$ cat src/rtl/baud_ctrl.sv
// Baud tick controller: divides clk_i by a runtime divisor into oversample and bit ticks,
// swapping in new divisors only at a tick boundary so no baud period is ever cut or stretched.
module baud_ctrl #(
    parameter int N           = 10,
    parameter int DEFAULT_DIV = 651,
    parameter int OVERSAMPLE  = 16
) (
    input  logic         clk_i,
    input  logic         reset_i,
    input  logic         enable_i,
    input  logic [N-1:0] div_i,
    input  logic         div_valid_i,
    output logic         div_ready_o,
    output logic         tick_o,
    output logic         bit_tick_o,
    output logic [N-1:0] count_o,
    output logic [N-1:0] div_o,
    output logic         pending_o
);

    localparam int SW = $clog2(OVERSAMPLE);

    typedef enum logic [1:0] {
        IDLE    = 2'd0,
        RUN     = 2'd1,
        PENDING = 2'd2
    } state_t;

    state_t        state_r, state_s;
    logic [N-1:0]  count_r, count_s;
    logic [N-1:0]  div_r, div_s;
    logic [N-1:0]  shadow_r, shadow_s;
    logic [SW-1:0] sub_r, sub_s;
    logic [SW-1:0] sub_inc_s;
    logic          ready_s;
    logic          xfer_s;
    logic          tick_s;

    // A divisor below 2 cannot produce a one-cycle tick followed by a gap.
    function automatic logic [N-1:0] clamp_div(input logic [N-1:0] d);
        if (d < N'(2)) begin
            return N'(2);
        end else begin
            return d;
        end
    endfunction

    assign ready_s   = (state_r != PENDING);
    assign xfer_s    = div_valid_i && ready_s;
    assign tick_s    = (state_r != IDLE) && (count_r == (div_r - N'(1)));
    assign sub_inc_s = (sub_r == SW'(OVERSAMPLE - 1)) ? {SW{1'b0}} : (sub_r + SW'(1));

    // Next-state and datapath decode for the three-state controller.
    always_comb begin
        state_s  = state_r;
        count_s  = count_r;
        div_s    = div_r;
        shadow_s = shadow_r;
        sub_s    = sub_r;
        case (state_r)
            IDLE: begin
                count_s = {N{1'b0}};
                sub_s   = {SW{1'b0}};
                if (xfer_s) begin
                    div_s = clamp_div(div_i);
                end else begin
                    div_s = div_r;
                end
                if (enable_i) begin
                    state_s = RUN;
                end else begin
                    state_s = IDLE;
                end
            end
            RUN: begin
                if (!enable_i) begin
                    state_s = IDLE;
                    count_s = {N{1'b0}};
                    sub_s   = {SW{1'b0}};
                    if (xfer_s) begin
                        div_s = clamp_div(div_i);
                    end else begin
                        div_s = div_r;
                    end
                end else begin
                    if (tick_s) begin
                        count_s = {N{1'b0}};
                        sub_s   = sub_inc_s;
                    end else begin
                        count_s = count_r + N'(1);
                    end
                    // A transfer on a tick edge lands in the shadow, so it waits a full period.
                    if (xfer_s) begin
                        shadow_s = clamp_div(div_i);
                        state_s  = PENDING;
                    end else begin
                        state_s  = RUN;
                    end
                end
            end
            PENDING: begin
                if (!enable_i) begin
                    state_s = IDLE;
                    count_s = {N{1'b0}};
                    sub_s   = {SW{1'b0}};
                    div_s   = shadow_r;
                end else if (tick_s) begin
                    state_s = RUN;
                    count_s = {N{1'b0}};
                    sub_s   = sub_inc_s;
                    div_s   = shadow_r;
                end else begin
                    count_s = count_r + N'(1);
                end
            end
            default: begin
                state_s = IDLE;
                count_s = {N{1'b0}};
                sub_s   = {SW{1'b0}};
            end
        endcase
    end

    // State, counters and divisor registers.
    always_ff @(posedge clk_i or posedge reset_i) begin
        if (reset_i) begin
            state_r  <= IDLE;
            count_r  <= {N{1'b0}};
            div_r    <= N'(DEFAULT_DIV);
            shadow_r <= N'(DEFAULT_DIV);
            sub_r    <= {SW{1'b0}};
        end else begin
            state_r  <= state_s;
            count_r  <= count_s;
            div_r    <= div_s;
            shadow_r <= shadow_s;
            sub_r    <= sub_s;
        end
    end

    assign div_ready_o = ready_s;
    assign pending_o   = (state_r == PENDING);
    assign tick_o      = tick_s;
    assign bit_tick_o  = tick_s && (sub_r == SW'(OVERSAMPLE - 1));
    assign count_o     = count_r;
    assign div_o       = div_r;

endmodule

$ cat config.mk
export PLATFORM = sky130hd
export DESIGN_NAME = baud_ctrl
export DESIGN_NICKNAME = d
export VERILOG_FILES = /design/src/rtl/baud_ctrl.sv
export SDC_FILE = /design/constraint.sdc
export NUM_CORES = 1
export LEC_CHECK = 0
export ABC_AREA = 1
export CAP_MARGIN = 0
export CORE_MARGIN = 8
export CORE_UTILIZATION = 53
export CTS_CLUSTER_SIZE = 8
export DETAILED_ROUTE_END_ITERATION = 8
export PLACE_DENSITY_LB_ADDON = 0.1
export SLEW_MARGIN = 25
export SYNTH_ARGS = -nofsm -noshare
export SYNTH_HDL_FRONTEND = slang
export SYNTH_SLANG_ARGS = --single-unit
$ cat constraint.sdc
create_clock -name clk_i -period 2.6 [get_ports clk_i]
set_clock_uncertainty 0.1 [all_clocks]
set_input_delay 0.52 -clock clk_i [delete_from_list [all_inputs] [get_ports clk_i]]
set_output_delay 0.52 -clock clk_i [all_outputs]
set_load 0.01 [all_outputs]
==> summary.md <==
| Metric | Value |
|---|---|
| Setup Buffers After CTS | 0 |
| # hold bufs at CTS | 0 |
| Fill count | 376 |
| FF-to-FF path depth | 11 |
| Detailed-route via count | 2099 |
| First-pass detailed-route iteration total | 4 |
| RR Startpoint | div_o[1] |
| First-pass GRT wire length | 8.61 mm |
| Endpoints failing setup | 1 |
| Core area | 0.00406 mm² |
| Rows | 23 |
| Prevailing post-synth register cell | dfrtp_1 |
| Reg2Reg Setup Slack | a little over 0.4 ns |
| Clock-pin slew on the worst setup and hold paths | around 0.08 ns |
| Global route total overflow | 0 |
| LEAKAGE | 1.38 nW |
| CP Launch Type | flip-flop |
| DR vias/cell | between 5 and 6 |
| Syn_area_per_cell | 7.18 µm² |
| Status | finished, violations left |
| Critical Path Slowest Stage Cell | dfstp_2 |
| Sequential Power Share | 43.7% |
| Synth-to-layout area growth | 27.7% |
| Min-delay worst type | flip-flop to flip-flop |
| Max Clk Rate | 377 MHz |
| CP Capture Type | output pin |
| Final worst slack | -0.0511 ns |
| Post-DP HPWL | 3.92 mm |
| Area of the mapped netlist | 0.00225 mm² |
| DP Area | 0.00276 mm² |
| Total power | 0.00170 W |
| Port buffer count | 37 |
| Most common cell in the netlist | nand2_1 |
| Clock sink total | 36 |
| Most Used Layer, Global Route | met2 |
| Final non-filler cell total | 419 |
| TritonCTS clock tree | built |
| Post-synthesis sequential area ratio | between 40% and 50% |
| Setup TNS | -0.0511 ns |
| Int Power | 0.00114 W |
| Async SR Flop Fraction | 100% |
| Top cells by count, synth | 101 x nand2_1, 44 x inv_1, 29 x o21ai_0 |
| Clock latency on the worst-skew pair | 0.29 ns |
| Max-cap violations | 0 |
| M1 GR Usage | about a fifth |
| Routed WL | 5.09 mm |
| Pin count of the biggest net entering global routing | 37 |
| Initial Util | 55.5% |
| Pwr dens | 591 mW/mm² |
| Layout cells sized above 1 | approximately 16% |
| WP depth | 12 |
| Synth top area cells | dfrtp_1 29%, nand2_1 17%, dfstp_2 12%, inv_1 7.3%, o21ai_0 6.4% |
| Part of the power in combinational logic | 32.3% |
| CP Data Arrival Time | 2.03 ns |
| FF+latch count, synth | 36 |
| Met3 Resource Use GR | between 4 and 5% |
| Antenna violations before repair | 0 |
| Syn nets | ~340 |
| Crit-path max cell delay | 0.54 ns |
| Area share of the largest cell type after synthesis | just under 30% |
| DRC | 0 |
| Final instance area | between 0.002 and 0.003 mm² |
| Vias in the first global route | 2018 |
| Root buffer cell | clkbuf_8 |
| WS Path Type | flip-flop to output pin |
| Total GRT Usage | 16.4% |
| Synth warn | 0 |
| Hold path start | div_o[9] |
| CP Cell Sequence | inv_2, ha_4, or2_4, nand3_2, nor2_1, nand2_1, nor2_4, nand3_4, inv_2, nand2_2, nor2_2, buf_2 |
| Slew margin rel. | 69.3% |
| P_sw | 0.000566 W |
| Final Hold Viols | 0 |
| Reg-to-reg endpoint | sub_r[0] |
| Width of the die | 81.2 µm |
| # diodes | 0 |
| # H-tree levels | 2 |
| Crit-path max FO | 2 |
| Maximum VDD drop | between 0.0003 and 0.0004 V |
| WL/cell | 12.2 µm |
| Critical Path RT | 1.98 ns |
| Worst slew pin tran | 0.461 ns |
| Die Y | 81.2 µm |
| Dpl cells | 411 |
| Die area | 0.00659 mm² |
| Post-route clock period utilization | 102% |
| RSZ-0062 raised after global routing | yes |
| Largest area contributor in the netlist | dfrtp_1 |
| Initial DRC Count | 97 |
| Met2 usage | 28.8% |
| Clk pwr share | around a quarter |
| Buffer levels on the longest clock path | 2 |
| # nets final | 389 |
| Final GP Congestion | 0.894 |
| Post-synthesis cell type count | 33 |
| Failing checks | setup timing |
| Post-Synthesis Cells | ~310 |
| Worst Setup SP | div_o[1] |
| Crit-path most repeated cell | inv_2 |
| Setup crit end | bit_tick_o |
| Number of flops mapped to enable cells by yosys | 0 |
| Tmin final | 2.65 ns |
| Number of buffers created by CTS | 5 |
| Number of routed nets with antenna violations | 0 |
| Max Slew Vio Count | 0 |
| Count of buffer and inverter cells on the critical path | 3 |
| Switching part of the total | 33.3% |
| Top Ports | 38 |
| CP top delay family | simple AND/OR/NAND/NOR gates |
placed cells by master (no fill, tap or decap), types with 2 or more instances in the layout:
cell,count
nand2_2,4
xor2_1,5
a21oi_1,3
nand2_1,99
dfstp_2,10
nor2_1,24
nor4_1,2
xnor2_1,3
clkbuf_8,6
o21ai_0,29
inv_2,5
buf_4,16
nor2_2,5
dfrtp_1,26
nor3_1,9
clkdlybuf4s50_1,35
clkinv_2,2
nand3_1,20
nand2_4,2
nor2_4,3
inv_1,40
ha_1,6
routing by layer:
metal  vias to the layer above  part of all wire, %
met5                         -                    0
met2                        40                   49
met3                         9                  4.4
met1                       959                   45
met4                         0                  1.7
li1                       1091                    -
per-stage QoR:
| stage | util, % | hold WS [ns] | setup slack [ns] |
|---|---|---|---|
| 3_5_place_dp | 67.9 | 0.374 | -0.174 |
| 4_1_cts | 70.3 | 0.388 | -0.0298 |
| 2_1_floorplan | - | 0.353 | 0.189 |
| 6_report | 70.9 | 0.385 | -0.0511 |
| 5_1_grt | 70.9 | 0.401 | -0.159 |
| 3_3_place_gp | 67.9 | 0.365 | -0.108 |
power groups by stage:
stage,combinational (W),clock [W],sequential [W]
floorplan,0.000308,0,0.000758
global placement,0.000513,0,0.000745
detailed placement,0.000524,0,0.000750
CTS,0.000541,0.000421,0.000741
global route,0.000617,0.000443,0.000752
finish,0.000549,0.000410,0.000743
logic make-up after synthesis:
kind of cell / after synthesis / share of synthesized area, %
adders and majority gates: 7 / 3.89
xor gates and xnor gates: 8 / 3.11
buffers and inverters: 52 / 9.88
AOI/OAI and AO/OA: 37 / 8.55
DFF: 36 / 40.5
and+or+nand+nor: 174 / 34.0
what timing repair did:
action / 4_1_cts / 5_1_grt
pin swaps: 8 / 7
gates resized for setup: 15 / 6
endpoints found under the setup margin: 2 / 2
area by class of cell:
class | count | area, µm² | area share, %
repair buffers | 53 | 487 | 16.9
clock buffers | 6 | 82.6 | 2.87
flip-flops and latches | 36 | 913 | 31.7
clock inverters | 2 | 10.0 | 0.348
well taps | 50 | 62.6 | 2.17
inverters | 46 | 173 | 6.00
multi-input cells | 226 | 1150 | 40.0
worst min-delay path, cell delays in order (launching register included):
cell and delay [ns]:
dfstp_2 0.39, nand2_1 0.06, nand2_1 0.04
state kept, by name (all words and copies together), names as in the netlist:
signal	count
state_r	2
sub_r	4
div_o	10
count_o	10
shadow_r	10
worst min path at each step:
stage / to / slack (ns) / depth (start not counted)
after floorplan: shadow_r[2] / 0.35 / 2
final: div_o[9] / 0.38 / 2
after CTS: div_o[9] / 0.39 / 2
after global placement: shadow_r[4] / 0.36 / 2
after global routing: div_o[9] / 0.40 / 2
after detailed placement: shadow_r[6] / 0.37 / 2
Note: power is estimated with default switching activity, not from simulation.
